## config.mk

```make
export PLATFORM = sky130hd
export DESIGN_NAME = score_keeper
export DESIGN_NICKNAME = d
export VERILOG_FILES = /design/src/rtl/score_pkg.sv /design/src/rtl/score_bin2bcd.sv /design/src/rtl/score_keeper.sv
export SDC_FILE = /design/constraint.sdc
export NUM_CORES = 1
export LEC_CHECK = 0
export CORE_MARGIN = 4
export CORE_UTILIZATION = 44
export DETAILED_ROUTE_END_ITERATION = 7
export SYNTH_ARGS = -nofsm -noshare
export SYNTH_HDL_FRONTEND = slang
export SYNTH_SLANG_ARGS = --single-unit
```

## constraint.sdc

```tcl
create_clock -name Clk -period 11.5 [get_ports Clk]
set_clock_uncertainty 0.1 [all_clocks]
set_input_delay 1.15 -clock Clk [delete_from_list [all_inputs] [get_ports Clk]]
set_output_delay 1.15 -clock Clk [all_outputs]
set_load 0.1 [all_outputs]
```

## src/rtl/score_pkg.sv

```systemverilog
// Shared types, item point values and winner codes for the score_keeper block.
package score_pkg;

    typedef enum logic [1:0] {
        SMALL_GOLD = 2'd0,
        BIG_GOLD   = 2'd1,
        DIAMOND    = 2'd2,
        ROCK       = 2'd3
    } item_kind_t;

    typedef enum logic [1:0] {
        IDLE = 2'd0,
        PLAY = 2'd1,
        OVER = 2'd2
    } game_state_t;

    localparam logic [1:0] WIN_TIE   = 2'b00;
    localparam logic [1:0] WIN_LEFT  = 2'b01;
    localparam logic [1:0] WIN_RIGHT = 2'b10;

    localparam int unsigned SCORE_W = 14;
    localparam int unsigned SUM_W   = 17;
    localparam int unsigned BCD_W   = 16;

    function automatic logic [9:0] value_of(input item_kind_t kind);
        case (kind)
            SMALL_GOLD: value_of = 10'd50;
            BIG_GOLD:   value_of = 10'd250;
            DIAMOND:    value_of = 10'd600;
            default:    value_of = 10'd10;
        endcase
    endfunction

endpackage

```

## src/rtl/score_bin2bcd.sv

```systemverilog
// Iterative double-dabble: one load cycle then 14 add-3/shift cycles; done pulses with the result.
module score_bin2bcd
    import score_pkg::*;
(
    input  logic               Clk,
    input  logic               reset,
    input  logic               start,
    input  logic [SCORE_W-1:0] bin,
    output logic               busy,
    output logic               done,
    output logic [BCD_W-1:0]   bcd
);

    logic [SCORE_W+BCD_W-1:0] work;
    logic [SCORE_W+BCD_W-1:0] adj;
    logic [3:0]               cnt;

    always_comb begin
        adj = work;
        for (int unsigned d = 0; d < 4; d++) begin
            if (adj[SCORE_W + 4*d +: 4] >= 4'd5)
                adj[SCORE_W + 4*d +: 4] = adj[SCORE_W + 4*d +: 4] + 4'd3;
        end
    end

    always_ff @(posedge Clk) begin
        if (reset) begin
            work <= '0;
            cnt  <= '0;
            busy <= 1'b0;
            done <= 1'b0;
        end else begin
            done <= 1'b0;
            if (start) begin
                work <= {{BCD_W{1'b0}}, bin};
                cnt  <= 4'(SCORE_W);
                busy <= 1'b1;
            end else if (busy) begin
                work <= {adj[SCORE_W+BCD_W-2:0], 1'b0};
                cnt  <= cnt - 4'd1;
                if (cnt == 4'd1) begin
                    busy <= 1'b0;
                    done <= 1'b1;
                end
            end
        end
    end

    assign bcd = work[SCORE_W+BCD_W-1:SCORE_W];

endmodule

```

## src/rtl/score_keeper.sv

```systemverilog
// Two-player scoring from item catch levels plus round timer and winner.
// Define SCORE_BCD_EN to build the BCD score converters; otherwise BCD outputs are tied to 0.
module score_keeper
    import score_pkg::*;
#(
    parameter int unsigned N_ITEMS    = 8,
    parameter int unsigned TICK_DIV   = 50_000_000,
    parameter int unsigned ROUND_SECS = 60,
    parameter int unsigned SCORE_MAX  = 9999
)
(
    input  logic                 Clk,
    input  logic                 reset,
    input  logic                 is_new_game_start,
    input  logic [N_ITEMS-1:0]   destroyl,
    input  logic [N_ITEMS-1:0]   destroyr,
    input  logic [2*N_ITEMS-1:0] item_kind,
    output logic [SCORE_W-1:0]   score_l,
    output logic [SCORE_W-1:0]   score_r,
    output logic                 score_pulse_l,
    output logic                 score_pulse_r,
    output logic [6:0]           time_left,
    output logic                 game_over,
    output logic [1:0]           winner,
    output logic [BCD_W-1:0]     score_l_bcd,
    output logic [BCD_W-1:0]     score_r_bcd
);

    localparam int unsigned TICK_W = (TICK_DIV > 1) ? $clog2(TICK_DIV) : 1;

    game_state_t        state, state_n;
    logic [TICK_W-1:0]  tick_cnt;
    logic               tick_wrap;
    logic [N_ITEMS-1:0] prev_l, prev_r, rise_l, rise_r;
    logic [SUM_W-1:0]   sum_l, sum_r, cand_l, cand_r;
    logic [SCORE_W-1:0] score_l_d, score_r_d;
    logic               chg_l, chg_r;

    always_ff @(posedge Clk) begin
        if (reset) state <= IDLE;
        else       state <= state_n;
    end

    always_comb begin
        state_n = state;
        if (is_new_game_start)                   state_n = PLAY;
        else if (state == PLAY && time_left == '0) state_n = OVER;
    end

    always_comb begin
        game_over = (state == OVER);
        winner    = WIN_TIE;
        if (state == OVER) begin
            if (score_l > score_r)      winner = WIN_LEFT;
            else if (score_r > score_l) winner = WIN_RIGHT;
        end
    end

    // An item held by both hooks belongs to the left player.
    assign rise_l = destroyl & ~prev_l;
    assign rise_r = destroyr & ~prev_r & ~destroyl;

    always_comb begin
        sum_l = '0;
        sum_r = '0;
        for (int unsigned i = 0; i < N_ITEMS; i++) begin
            if (rise_l[i]) sum_l = sum_l + SUM_W'(value_of(item_kind_t'(item_kind[2*i +: 2])));
            if (rise_r[i]) sum_r = sum_r + SUM_W'(value_of(item_kind_t'(item_kind[2*i +: 2])));
        end
        cand_l = SUM_W'(score_l) + sum_l;
        cand_r = SUM_W'(score_r) + sum_r;
        score_l_d = score_l;
        score_r_d = score_r;
        if (is_new_game_start) begin
            score_l_d = '0;
            score_r_d = '0;
        end else if (state == PLAY) begin
            score_l_d = (cand_l > SUM_W'(SCORE_MAX)) ? SCORE_W'(SCORE_MAX) : cand_l[SCORE_W-1:0];
            score_r_d = (cand_r > SUM_W'(SCORE_MAX)) ? SCORE_W'(SCORE_MAX) : cand_r[SCORE_W-1:0];
        end
    end

    assign chg_l = (score_l_d != score_l);
    assign chg_r = (score_r_d != score_r);

    always_ff @(posedge Clk) begin
        if (reset) begin
            score_l       <= '0;
            score_r       <= '0;
            score_pulse_l <= 1'b0;
            score_pulse_r <= 1'b0;
            prev_l        <= '0;
            prev_r        <= '0;
        end else begin
            score_l       <= score_l_d;
            score_r       <= score_r_d;
            score_pulse_l <= chg_l & ~is_new_game_start;
            score_pulse_r <= chg_r & ~is_new_game_start;
            prev_l        <= is_new_game_start ? '0 : destroyl;
            prev_r        <= is_new_game_start ? '0 : destroyr;
        end
    end

    assign tick_wrap = (tick_cnt == TICK_W'(TICK_DIV - 1));

    always_ff @(posedge Clk) begin
        if (reset || is_new_game_start) begin
            tick_cnt  <= '0;
            time_left <= 7'(ROUND_SECS);
        end else if (state == PLAY) begin
            if (tick_wrap) begin
                tick_cnt <= '0;
                if (time_left != '0) time_left <= time_left - 7'd1;
            end else begin
                tick_cnt <= tick_cnt + TICK_W'(1);
            end
        end
    end

`ifdef SCORE_BCD_EN
    logic               busy_l, busy_r, done_l, done_r;
    logic [BCD_W-1:0]   conv_l, conv_r;

    // Converters start on the pre-register score so the result lands 15 cycles after the pulse.
    score_bin2bcd u_bcd_l (
        .Clk   (Clk),
        .reset (reset),
        .start (chg_l),
        .bin   (score_l_d),
        .busy  (busy_l),
        .done  (done_l),
        .bcd   (conv_l)
    );

    score_bin2bcd u_bcd_r (
        .Clk   (Clk),
        .reset (reset),
        .start (chg_r),
        .bin   (score_r_d),
        .busy  (busy_r),
        .done  (done_r),
        .bcd   (conv_r)
    );

    always_ff @(posedge Clk) begin
        if (reset) begin
            score_l_bcd <= '0;
            score_r_bcd <= '0;
        end else begin
            if (done_l && !busy_l) score_l_bcd <= conv_l;
            if (done_r && !busy_r) score_r_bcd <= conv_r;
        end
    end
`else
    assign score_l_bcd = '0;
    assign score_r_bcd = '0;
`endif

endmodule

```

# Word-level counts from Yosys, hierarchy flattened
# Index checks and enable logic that the tools add are counted.
# Widths: inputs -> output; s select.
classes:
  muxes: 50
  n_reduce_logical: 15
  magnitude_cmp: 4
  n_eq_ne: 21
  n_addsub: 18
  bitwise: 9
ops:
  columns: ["operator", "count"]
  rows:
  - ["$pmux 10 s3", 8]
  - ["$add 17x10->17", 14]
  - ["$mux 17", 14]
  - ["$mux 10", 16]
  - ["$mux 14", 6]
  - ["$add 14x17->17", 2]
  - ["$gt 17x14->1 const B", 2]
  - ["$gt 14x14->1", 2]
  - ["$ne 14x14->1", 2]
  - ["$add 26x1->26 const B", 1]
  - ["$eq 26x26->1 const B", 1]
  - ["$mux 26", 1]
  - ["$and 8x8->8", 3]
  - ["$not 8->8", 3]
  - ["$eq 2x1->1 const B", 9]
  - ["$eq 2x2->1 const B", 9]
  - ["$logic_not 2->1", 8]
  - ["$logic_not 7->1", 1]
  - ["$reduce_bool 7->1", 1]
  - ["$sub 7x1->7 const B", 1]
  - ["$mux 2", 3]
  - ["$reduce_and 3->1", 1]
  - ["$and 1x1->1", 2]
  - ["$mux 1", 2]
  - ["5 further kinds", 5]
word_totals:
  regBits: 81
  in_bits: 35

# Logic depth before layout (Yosys ltp)
depth:
  depth_word: 25
  depth_mapped: 55

# Worst setup path before layout
# No wires, ideal clock.
synth_path:
  kind: "input to register"
  from: "in item_kind[0]"
  to: "reg score_pulse_l"
  arrival_time_ns: 9.548
  stages: 44
  path_slack_ns: 1.727
  n_path_buf: 0
  cell_sequence: "inv_1 ha_1 nor2_1 ha_1 inv_1 fa_1 o21ai_0 ha_1 o21ai_0 nor2_1 o31ai_1 ha_1 xnor2_1 mux2_2 ha_1 nand2_1 o21ai_0 o21ai_0 (+8 left out) a21oi_1 xnor2_1 mux2_2 ha_1 o21a_1 o21ai_0 a21oi_1 a32oi_1 xor2_1 ha_1 xor2_1 or4_1 o211ai_1 a21oi_1 mux2i_1 mux2_2 a211oi_1 o21ai_1"
synth_between:
  elab_chain_len: 24
  elab_cells_between_ends: 26
  classes_between: "add/sub: 8; order compare: 1; eq/ne: 3; mux: 12; bitwise: 1; reduce/logical: 1"
synth_rtl:
  columns: ["item", "line", "text"]
  rows:
  - ["start: declaration", "score_keeper.sv:17", "input logic [2*N_ITEMS-1:0] item_kind,"]
  - ["$eq 2x2->1, or another cell as far along", "score_pkg.sv:26", "case (kind)"]
  - ["$pmux 10 s3 *", "score_pkg.sv:26", null]
  - ["$mux 10 *", "score_keeper.sv:67", "if (rise_l[i]) sum_l = sum_l + SUM_W'(value_of(item_kind_t'(item_kind[2*i +: 2])));"]
  - ["$add 17x10->17", "score_keeper.sv:67", null]
  - ["$mux 17 *", "score_keeper.sv:67", null]
  - ["$add 17x10->17", "score_keeper.sv:67", null]
  - ["$mux 17 *", "score_keeper.sv:67", null]
  - ["$add 17x10->17", "score_keeper.sv:67", null]
  - ["(+8 left out)", null, null]
  - ["$mux 17 *", "score_keeper.sv:67", null]
  - ["$add 14x17->17 *", "score_keeper.sv:70", "cand_l = SUM_W'(score_l) + sum_l;"]
  - ["$gt 17x14->1", "score_keeper.sv:78", "score_l_d = (cand_l > SUM_W'(SCORE_MAX)) ? SCORE_W'(SCORE_MAX) : cand_l[SCORE_W-1:0];"]
  - ["$mux 14 *", "score_keeper.sv:78", null]
  - ["$mux 14 *", "score_keeper.sv:77", "end else if (state == PLAY) begin"]
  - ["$mux 14 *", "score_keeper.sv:74", "if (is_new_game_start) begin"]
  - ["$ne 14x14->1 *", "score_keeper.sv:83", "assign chg_l = (score_l_d != score_l);"]
  - ["$and 1x1->1 *", "score_keeper.sv:97", "score_pulse_l <= chg_l & ~is_new_game_start;"]
  - ["end signal: assignment", "score_keeper.sv:97", null]
  - ["end: declaration", "score_keeper.sv:20", "output logic score_pulse_l,"]
# Mark *: on every way between the ends. The rest lies on a longest branch, timed or not.
# A chain may end at the register's enable or synchronous reset.

# Final worst setup path
# Ends and elaborated chain as after synthesis.

==> reports/summary.md <==
- status: finished, final reports clean
- xor and xnor area share after synthesis: 0.106
- Die X: 177 µm
- first-pass GRT wire length: 55,100 µm
- biggest area consumer among synthesized cells: sky130_fd_sc_hd__ha_1
- Die Area: 31,400 µm²
- area fraction in compound gates after synthesis: 0.241
- global-route congestion overflow total: 0
- Setup CP Type: in -> reg
- Clk Latency, worst-skew pair: 370 ps
- Clock transition at path regs: 80 ps
- crit start category: input pin
- number of enable-type register cells in the synthesized netlist: 0
- boundary pin count: 107
- sequential cell area fraction in the yosys report: 0.129
- clock root cell: sky130_fd_sc_hd__clkbuf_16
- maximum operating frequency: 91.8 MHz
- fill cell count: 2,810
- maximum number of pins on one net before global-route repair: 47
- max-slew violation count: 0
- total setup violations reported at the end of the flow: 0
- Sinks on Clock Net: 81
- combined global-route utilization of all metal layers: 0.214
- YS warnings: 0
- simple-gate portion of the synthesized area: 0.222
- post-synthesis cell area: 12,600 µm²
- post-place setup slack: -151 ps
- Tightest Hold Check Type: reg -> reg
- Inserted Diodes: 0
- final WL: 34,300 µm
- number of nets in the layout: 1,982
- via density per instance: 5.57
- Initial Util: 0.450
- DRC violations left: 0
- area overhead of the layout relative to synthesis: 12.0%
- vertical die dimension: 177 µm
- share of layout cells above drive strength 1: 0.0747
- register area: 1620 µm²
- area occupied by multi-input gates: 10,300 µm²
- Slew @ Worst Pin: 1060 ps
- main combinational cell family by area after synthesis: compound AO/OA/AOI/OAI gates
- mean routed wirelength per cell: 16.1 µm
- number of search-and-repair iterations in the first detailed-routing pass: 6
- power density over cell area: 146 nW/µm²
- antenna violations before repair: 0
- number of hold-slack violations in the final timing report: 0
- Finished Cell Area: 14,100 µm²
- antenna violation net count after detailed routing: 0
- most used cell along the critical path: sky130_fd_sc_hd__ha_1
- most area-consuming cells after synthesis: sky130_fd_sc_hd__ha_1 (19%), sky130_fd_sc_hd__dfxtp_1 (13%), sky130_fd_sc_hd__xnor2_1 (6.1%), sky130_fd_sc_hd__nor2_1 (6.1%), sky130_fd_sc_hd__a21oi_1 (5.6%)
- Total Neg Setup Slack: 0 ps
- number of global-route vias before repair: 11,100
- worst-path fanout max: 6
- Mean Syn Cell Area: 7.48 µm²
- flops & latches, synth: 81
- max-slew headroom at the worst pin: 0.293
- Setup WS post-layout: 602 ps
- crit path capture type: flip-flop
- critical path data arrival time: 11,040 ps
- core area: 28,000 µm²
- proportion of synthesized flip-flops having asynchronous set or reset: 0
- Placer Congestion: 0.898
- Detailed Place HPWL: 27,300 µm
- area after detailed placement: 13,700 µm²
- Cell variety after synth: 104
- Detailed Route Iter0 Violations: 769
- number of CTS-inserted buffers: 9
- worst-case vdd ir drop: 0.0000797 V
- leak pwr: 6.05 nW
- data required time of the critical path: 11,640 ps
- Max-cap violations: 0
- maximum clock path buffer count: 2
- via count of the routed design: 11,900
- row count: 61
- Period Utilization, post-route: 0.948
- post-synthesis instance total: 1,686
- H-tree levels: 3
- delay of the slowest critical-path stage: 550 ps
- multiplexer share of the synthesized area: 0.0348
- top-area cell type share of the netlist area: 0.192
- adder-cell share of the synthesized area: 0.200
- CTS tree: done
- Slowest-stage cell, CP: sky130_fd_sc_hd__or4_1
- ys flop type: sky130_fd_sc_hd__dfxtp_1
- minimum clock period: 10,900 ps
- total of buffers placed on input and output ports: 74
layer usage:
| metal | GRT usage | wire length (µm) | vias up | share of wire |
|---|---|---|---|---|
| li1 | - | - | 6081 | - |
| met3 | 0.0341 | 2070 | 31 | 0.060 |
| met5 | 0 | 0 | - | 0 |
| met1 | 0.311 | 17300 | 5471 | 0.50 |
| met4 | 0.0480 | 444 | 0 | 0.013 |
| met2 | 0.333 | 14500 | 290 | 0.42 |
metrics by stage:
stage	hold slack [ps]	power, mW	util	cells
floorplan	349	1.42	-	1717
global placement	355	1.65	0.488	2113
detailed placement	350	1.67	0.488	2113
CTS	365	2.04	0.500	2129
global route	390	2.24	0.504	2132
finish	368	2.07	0.504	2132
timing repair:
item                       4_1_cts  5_1_grt
resized for setup                0       26
buffers inserted                 0        3
hold buffers                     0        0
hold endpoints to repair         0        0
setup endpoints to repair        0       15
logic make-up after synthesis:
logic type                 after synthesis
and+or+nand+nor                        582
AOI/OAI and AO/OA                      451
adders and majority gates              199
buffers and inverters                  190
xor gates and xnor gates               142
DFF                                     81
muxes                                   40
other                                    1
where the power goes:
group | switching (mW) | internal (mW) | total (mW)
Combinational | 0.824 | 0.569 | 1.39
Clock | 0.147 | 0.215 | 0.363
Sequential | 0.0203 | 0.291 | 0.312
Total | 0.991 | 1.08 | 2.07
sequential cells by signal (all words and copies together) (netlist names):
register       cells
score_r           14
score_pulse_r      1
prev_r             8
state              2
time_left          7
prev_l             8
tick_cnt          26
score_l           14
score_pulse_l      1
cell usage after synthesis (all sizes together), types with 4 or more instances:
master / number
a21oi: 141
nand2: 144
mux2: 31
o21ai: 89
dfxtp: 81
and3: 16
a21o: 27
xor2: 48
a32oi: 5
nand2b: 23
a221oi: 4
nor3: 36
xnor2: 91
inv: 117
o22ai: 14
nor3b: 9
o211ai: 11
buf: 41
or3: 13
and2: 29
a211oi: 20
o31ai: 16
nand3b: 5
nand4: 15
o41ai: 5
fa: 4
a2111oi: 4
o21a: 24
nor4: 10
and4: 4
a21boi: 6
o21bai: 15
nor2b: 21
o31a: 7
or2: 5
a211o: 6
mux2i: 9
nor2: 205
ha: 194
nand3: 31
a31oi: 22
clkbuf: 32
layout make-up:
cell class	count	area share
Clock buffer	9	0.0160
Clock inverter	7	0.00877
Inverter	117	0.0311
Multi-Input combinational cell	1446	0.732
Sequential cell	81	0.115
Tap cell	378	0.0335
Timing Repair Buffer	94	0.0634
placed cells by master, fill, tap and decap left out, types with 8 or more instances in the layout:
cell                                n
sky130_fd_sc_hd__mux2_2            30
sky130_fd_sc_hd__mux2i_1            8
sky130_fd_sc_hd__or3_1             13
sky130_fd_sc_hd__nand2_1          143
sky130_fd_sc_hd__nand3_1           31
sky130_fd_sc_hd__nor3b_1            8
sky130_fd_sc_hd__o21a_1            24
sky130_fd_sc_hd__ha_1             194
sky130_fd_sc_hd__nor2b_1           20
sky130_fd_sc_hd__a21oi_1          129
sky130_fd_sc_hd__o31ai_1           12
sky130_fd_sc_hd__a21oi_2           12
sky130_fd_sc_hd__a211oi_1          17
sky130_fd_sc_hd__and2_1            29
sky130_fd_sc_hd__o21bai_1          15
sky130_fd_sc_hd__nand4_1           15
sky130_fd_sc_hd__a31oi_1           21
sky130_fd_sc_hd__xnor2_1           87
sky130_fd_sc_hd__o22ai_1           14
sky130_fd_sc_hd__and3_1            15
sky130_fd_sc_hd__xor2_1            47
sky130_fd_sc_hd__nor3_1            35
sky130_fd_sc_hd__nand2b_1          23
sky130_fd_sc_hd__o21ai_1            9
sky130_fd_sc_hd__a21o_1            27
sky130_fd_sc_hd__o21ai_0           76
sky130_fd_sc_hd__o211ai_1          11
sky130_fd_sc_hd__clkdlybuf4s50_1   74
sky130_fd_sc_hd__conb_1            32
sky130_fd_sc_hd__nor4_1            10
sky130_fd_sc_hd__clkbuf_16          9
sky130_fd_sc_hd__nor2_1           202
sky130_fd_sc_hd__dfxtp_1           81
sky130_fd_sc_hd__buf_4             19
sky130_fd_sc_hd__inv_1            117
worst paths after layout:
kind | startpoint | endpoint | slack (ps) | depth (start not counted)
max | item_kind[0] | score_pulse_l$_SDFF_PP0_ | 600 | 49
min | time_left[6]$_SDFFE_PP0P_ | time_left[6]$_SDFFE_PP0P_ | 370 | 2
max reg2reg | prev_l[0]$_SDFF_PP0_ | score_pulse_l$_SDFF_PP0_ | 1700 | 47
min reg2reg | time_left[6]$_SDFFE_PP0P_ | time_left[6]$_SDFFE_PP0P_ | 370 | 2
critical path, delay by kind of cell:
| kind | cells | cell delay [ps] |
|---|---|---|
| xor gates and xnor gates | 5 | 850 |
| muxes | 4 | 1060 |
| AOI/OAI and AO/OA | 19 | 2770 |
| buffers and inverters | 7 | 1070 |
| adders and majority gates | 10 | 3230 |
| and+or+nand+nor | 4 | 920 |
(Power assumes the default switching activity.)
